$ cat src/rtl/z80_bus_arbiter.sv
// -----------------------------------------------------------------------------
// z80_bus_arbiter
//
// Round-robin bus arbiter for MASTER_QTY masters (Z80 CPU, DMA, debug loader)
// sharing one Z80 master bus. Ownership changes only at a bus-cycle boundary
// (cycle_done high), and every handover is separated by TURN_CYCLES+1 dead
// cycles with no grant: TURN_CYCLES in TURN plus one IDLE arbitration cycle.
//
// Optional feature macro: ARB_TIMEOUT_EN
//   Defined   : an owner that keeps the bus for TIMEOUT_CYCLES cycles while
//               another master is waiting is forced off at the next cycle
//               boundary; timeout_evt pulses for one cycle.
//   Undefined : no timeout counter, timeout_evt tied low, grants are held for
//               as long as the owner requests.
//
// Ports
//   clk          in   system clock, rising edge
//   reset_n      in   asynchronous active-low reset
//   req          in   [MASTER_QTY] level request per master
//   cycle_done   in   current bus transaction complete; handover allowed
//   gnt          out  [MASTER_QTY] one-hot grant or all-zero
//   msel         out  [clog2(MASTER_QTY)] current / most recent owner index
//   bus_busy     out  |gnt
//   timeout_evt  out  one-cycle pulse on forced release
//   dbg_state    out  [2] FSM state (0 IDLE, 1 GRANT, 2 TURN)
//
// Handshake: req is a level. A master owns the bus exactly while its gnt bit
// is high. It gives the bus back by dropping req; the grant is removed on the
// first rising edge at which req[owner]=0 and cycle_done=1 are both sampled.
// Requests from other masters never disturb an existing grant.
// -----------------------------------------------------------------------------
module z80_bus_arbiter #(
  parameter int MASTER_QTY     = 2,
  parameter int TURN_CYCLES    = 1,
  parameter int TIMEOUT_CYCLES = 64,
  localparam int SEL_W         = (MASTER_QTY > 1) ? $clog2(MASTER_QTY) : 1
) (
  input  logic                  clk,
  input  logic                  reset_n,
  input  logic [MASTER_QTY-1:0] req,
  input  logic                  cycle_done,
  output logic [MASTER_QTY-1:0] gnt,
  output logic [SEL_W-1:0]      msel,
  output logic                  bus_busy,
  output logic                  timeout_evt,
  output logic [1:0]            dbg_state
);

  // Elaboration-time parameter range guard.
  if (MASTER_QTY < 2 || MASTER_QTY > 8 || TURN_CYCLES < 1 || TURN_CYCLES > 15 ||
      TIMEOUT_CYCLES < 2 || TIMEOUT_CYCLES > 65535) begin : g_bad_params
    $error("z80_bus_arbiter: parameter out of legal range");
  end

  typedef enum logic [1:0] {
    ST_IDLE  = 2'd0,
    ST_GRANT = 2'd1,
    ST_TURN  = 2'd2
  } state_t;

  localparam logic [SEL_W:0] QTY_W     = (SEL_W+1)'(MASTER_QTY);
  localparam logic [3:0]     TURN_INIT = 4'(TURN_CYCLES - 1);

  state_t              r_state;
  state_t              w_state_nxt;
  logic [SEL_W-1:0]    r_msel;
  logic [SEL_W-1:0]    w_msel_nxt;
  logic [SEL_W-1:0]    r_ptr;
  logic [SEL_W-1:0]    w_ptr_nxt;
  logic [3:0]          r_turn_cnt;
  logic [3:0]          w_turn_cnt_nxt;
  logic                w_enter_grant;

  logic [MASTER_QTY-1:0]   w_gnt;
  logic                    w_owner_req;
  logic                    w_force;
  logic [2*MASTER_QTY-1:0] w_req_dbl;
  logic [MASTER_QTY-1:0]   w_req_rot;
  logic [SEL_W-1:0]        w_off;
  logic [SEL_W:0]          w_sum;
  logic [SEL_W-1:0]        w_win;
  logic [SEL_W:0]          w_pinc;
  logic [SEL_W-1:0]        w_ptr_after;

  // Grant is decoded from state and owner index, both asynchronously reset,
  // so an asserted reset_n removes the grant without waiting for a clock.
  always_comb begin
    w_gnt = '0;
    if (r_state == ST_GRANT) begin
      w_gnt = {{(MASTER_QTY-1){1'b0}}, 1'b1} << r_msel;
    end
  end

  assign w_owner_req = |(req & w_gnt);

  // Round-robin search: rotate req so the pointer position lands at bit 0,
  // take the lowest set bit, then rotate the offset back into an index.
  always_comb begin
    w_req_dbl = {req, req} >> r_ptr;
    w_req_rot = w_req_dbl[MASTER_QTY-1:0];
    w_off     = '0;
    for (int i = MASTER_QTY - 1; i >= 0; i--) begin
      if (w_req_rot[i]) w_off = SEL_W'(i);
    end
    w_sum = {1'b0, r_ptr} + {1'b0, w_off};
    if (w_sum >= QTY_W) w_sum = w_sum - QTY_W;
    w_win  = w_sum[SEL_W-1:0];
    w_pinc = {1'b0, w_win} + 1'b1;
    if (w_pinc >= QTY_W) w_pinc = '0;
    w_ptr_after = w_pinc[SEL_W-1:0];
  end

`ifdef ARB_TIMEOUT_EN
  localparam logic [15:0] TO_LIMIT = 16'(TIMEOUT_CYCLES - 1);

  logic [15:0] r_wait_cnt;
  logic        r_timeout_evt;
  logic        w_others_wait;

  assign w_others_wait = |(req & ~w_gnt);
  assign w_force       = (r_state == ST_GRANT) && (r_wait_cnt >= TO_LIMIT) && cycle_done;

  // Counts grant cycles during which some other master is waiting.
  // Saturates so a bus stuck without cycle_done cannot wrap the count.
  always_ff @(posedge clk or negedge reset_n) begin
    if (!reset_n) begin
      r_wait_cnt    <= '0;
      r_timeout_evt <= 1'b0;
    end else begin
      r_timeout_evt <= w_force;
      if (w_enter_grant) begin
        r_wait_cnt <= '0;
      end else if (r_state == ST_GRANT && w_others_wait && r_wait_cnt != 16'hFFFF) begin
        r_wait_cnt <= r_wait_cnt + 16'd1;
      end
    end
  end

  assign timeout_evt = r_timeout_evt;
`else
  assign w_force     = 1'b0;
  assign timeout_evt = 1'b0;
`endif

  always_comb begin
    w_state_nxt    = r_state;
    w_msel_nxt     = r_msel;
    w_ptr_nxt      = r_ptr;
    w_turn_cnt_nxt = r_turn_cnt;
    w_enter_grant  = 1'b0;
    case (r_state)
      ST_IDLE: begin
        if (|req) begin
          w_state_nxt   = ST_GRANT;
          w_msel_nxt    = w_win;
          w_ptr_nxt     = w_ptr_after;
          w_enter_grant = 1'b1;
        end
      end
      ST_GRANT: begin
        // A low req with cycle_done low is a drain: keep the grant.
        if ((!w_owner_req && cycle_done) || w_force) begin
          w_state_nxt    = ST_TURN;
          w_turn_cnt_nxt = TURN_INIT;
        end
      end
      ST_TURN: begin
        // msel is left alone so the bus mux stays on the last owner.
        if (r_turn_cnt == 4'd0) begin
          w_state_nxt = ST_IDLE;
        end else begin
          w_turn_cnt_nxt = r_turn_cnt - 4'd1;
        end
      end
      default: begin
        w_state_nxt = ST_IDLE;
      end
    endcase
  end

  always_ff @(posedge clk or negedge reset_n) begin
    if (!reset_n) begin
      r_state    <= ST_IDLE;
      r_msel     <= '0;
      r_ptr      <= '0;
      r_turn_cnt <= '0;
    end else begin
      r_state    <= w_state_nxt;
      r_msel     <= w_msel_nxt;
      r_ptr      <= w_ptr_nxt;
      r_turn_cnt <= w_turn_cnt_nxt;
    end
  end

  assign gnt       = w_gnt;
  assign msel      = r_msel;
  assign bus_busy  = |w_gnt;
  assign dbg_state = r_state;

endmodule

$ cat config.mk
export PLATFORM = sky130hd
export DESIGN_NAME = z80_bus_arbiter
export DESIGN_NICKNAME = d
export VERILOG_FILES = /design/src/rtl/z80_bus_arbiter.sv
export SDC_FILE = /design/constraint.sdc
export NUM_CORES = 1
export LEC_CHECK = 0
export CAP_MARGIN = 5
export CORE_AREA = 2 2 39 41
export DETAILED_ROUTE_END_ITERATION = 16
export DIE_AREA = 0 0 41 43
export DONT_BUFFER_PORTS = 1
export SYNTH_ARGS = -nofsm -noshare
export SYNTH_HDL_FRONTEND = slang
export SYNTH_SLANG_ARGS = --single-unit
$ cat constraint.sdc
create_clock -name clk -period 4.6 [get_ports clk]
set_clock_uncertainty 0.15 [all_clocks]
set_input_delay 0.92 -clock clk [delete_from_list [all_inputs] [get_ports clk]]
set_output_delay 0.92 -clock clk [all_outputs]
set_load 0.03 [all_outputs]
==> impl_metrics.tcl <==
set metrics [dict create \
    dr_total_vias 314 \
    rsz0062_at_grt "no" \
    synth_xor_area_share_pct 1.78 \
    min_period_over_period_pct 64.4 \
    die_h_um 43 \
    io_pins 12 \
    place_area_um2 505 \
    antenna_found_initial 0 \
    avgViaCountPerCell 4.98 \
    async_flop_share_pct 100 \
    cts_setup_buffers 0 \
    die_w_um 41 \
    synth.area.top_cells "dfrtp_1, mux2_4, ha_1" \
    critPathTopFamily "simple AND/OR/NAND/NOR gates" \
    outcome "finished, final reports clean" \
    dp_hpwl_um 613 \
    report.final.setup_viol 0 \
    syn_to_final_growth_pct 7.11 \
    crit_chain "nor2b_1, and2_1" \
    ant_nets 0 \
    final_hold_viol_count 0 \
    netlist_area_um2 493 \
    final_net_count 56 \
    clk-insertion-delay-late_ns 0.25 \
    cap_viol_max_count 0 \
    ys_types 26 \
    cp_slowest_cell "dfrtp_1" \
    grt_pass1_wl_um 1290 \
    path_buf_inv 0 \
    relSlewSlack_pct 57.6 \
    r2r_setup_slack_ns 2.87 \
    synth_edf_count 0 \
    end_kind "primary output" \
    synth_flop_cell "dfrtp_1" \
    wirelength_um 753 \
    fmax_mhz 337 \
    leakagePower_uw 0.000242 \
    n_fill_cell 144 \
    synthAdderAreaFrac_pct 5.08 \
    syn-num-nets 52 \
    die_area_mm2 0.00176 \
    instances_no_fill 63 \
    synth_compound_area_share_pct 18.8 \
    final_core_util_pct 38.2 \
    grt_start_max_net_pins 9 \
    syn-mean-instance-area_um2 11.0 \
    cts.clk_slew.worst_paths_ns 0.05 \
    ctsResizeCount 0 \
    cts_hold_buf 0 \
    tritoncts "done" \
    cp-start-kind "register" \
    syn_inst 45 \
    numCtsBuffers 3 \
    core_mm2 0.00138 \
    rows 14 \
    stdcell_area_um2 528 \
    tightest_slew_ns 0.635 \
    drive_above_1_share_pct 23.4 \
    finalSetupTns_ns 0 \
    firstDrtPassIters 2 \
    arrival_ns 1.89 \
    power_uw 396 \
    p_per_area_mw_per_mm2 751 \
    dp.cells 60 \
    port-buffer-count 0 \
    yosysTopAreaCellShare_pct 40.6 \
    place_congestion 0.670 \
    min_period_ns 2.96 \
    drt_iter0_drc 3 \
    drc 0 \
    ir_worst_vdd_mv 0.232 \
    post-synth-top-area-cell "dfrtp_1" \
    htreeDepth 1 \
    cts.sinks 8 \
    cts_root_buffer "clkbuf_4" \
    cp.required_ns 3.53 \
    n_antenna_cell 0 \
    wl_per_cell_um 12.0 \
    synth-simple-area-share_pct 18.8 \
    path_max_fanout 8 \
    critical_path_class "register to primary output" \
    start_util_pct 35.6 \
    synth_mux_area_share_pct 8.12 \
    synth-seq-cells 8 \
    yosys_warnings 0 \
    ys_seq_area_share_pct 40.6 \
    slew_violations 0 \
    hp-class "input pin to asynchronous set/reset pin" \
    grt_pass1_vias 315 \
    cts_max_path_buffers 2 \
    slowest_delay_ns 0.65 \
    synth_top_family_by_area "compound AO/OA/AOI/OAI gates" \
    grt.total_usage_pct 11.1 \
    grt.overflow.total 0 \
]
==> registers in the layout, indices dropped and copies added (netlist names) <==
name        count
dbg_state       2
msel            1
r_ptr           1
r_turn_cnt      4
==> final timing paths <==
check / to / cells past startpoint / start
worst max-delay path: gnt[0] / 2 / dbg_state[0]
worst min-delay path: r_turn_cnt[1] / 0 / reset_n
worst max register to register: r_turn_cnt[1] / 3 / msel
worst min register to register: r_ptr / 1 / r_ptr
max in group asynchronous: dbg_state[0] / 0 / reset_n
min in group clk: r_ptr / 1 / r_ptr
==> logic make-up after synthesis <==
| logic type | after synthesis |
|---|---|
| and+or+nand+nor | 12 |
| AOI/OAI and AO/OA | 11 |
| DFF | 8 |
| buffers and inverters | 7 |
| muxes | 3 |
| adders and majority gates | 2 |
| other | 1 |
| xor gates and xnor gates | 1 |
==> stage by stage <==
step	worst slack [ns]	hold WS, ns
CTS	1.61	0.201
global placement	1.90	0.328
floorplan	1.95	0.309
finish	1.64	0.215
global route	1.56	0.195
detailed placement	1.89	0.336
==> area by class of cell <==
| cell class | instances | area [µm²] | share of cell area [%] |
|---|---|---|---|
| sequential | 8 | 200 | 37.9 |
| multi-input combinational | 30 | 263 | 49.8 |
| tap | 16 | 20.0 | 3.79 |
| clock buffer | 3 | 22.5 | 4.27 |
| inverter | 6 | 22.5 | 4.27 |
==> cell usage after synthesis (2+ instances only) <==
cell     instances
mux2_4           2
a31oi_1          3
dfrtp_1          8
ha_1             2
a21oi_1          2
inv_1            6
nor2_1           3
==> placed cells by master, fill, tap and decap left out, drive strengths merged, types with 2 or more instances in the layout <==
master  instances
clkbuf          3
nor2            3
a31oi           3
and2            2
a21oi           2
mux2            2
dfrtp           8
o22ai           2
inv             6
ha              2
==> power breakdown <==
part           internal [µW]  switching (µW)  total, µW
sequential              98.1            62.0        160
clock                   29.7            21.3       51.0
combinational           82.1             103        185
==> routing by layer <==
| metal | global-route usage [%] | vias to the layer above | share of wire (%) | wire [µm] |
|---|---|---|---|---|
| met5 | 0 | - | 0 | 0 |
| met4 | 10.0 | 0 | 0.80 | 6 |
| met3 | 1.57 | 2 | 1.6 | 12 |
| met2 | 14.1 | 1 | 51 | 381 |
| met1 | 15.5 | 150 | 47 | 352 |
| li1 | - | 161 | - | - |
==> worst reg2reg max path, stage by stage (launching register included) <==
cell and delay (ns):
dfrtp_1 0.60, mux2_4 0.36, o22ai_4 0.18, mux2_4 0.32
Power figures use the tool's default switching activity.
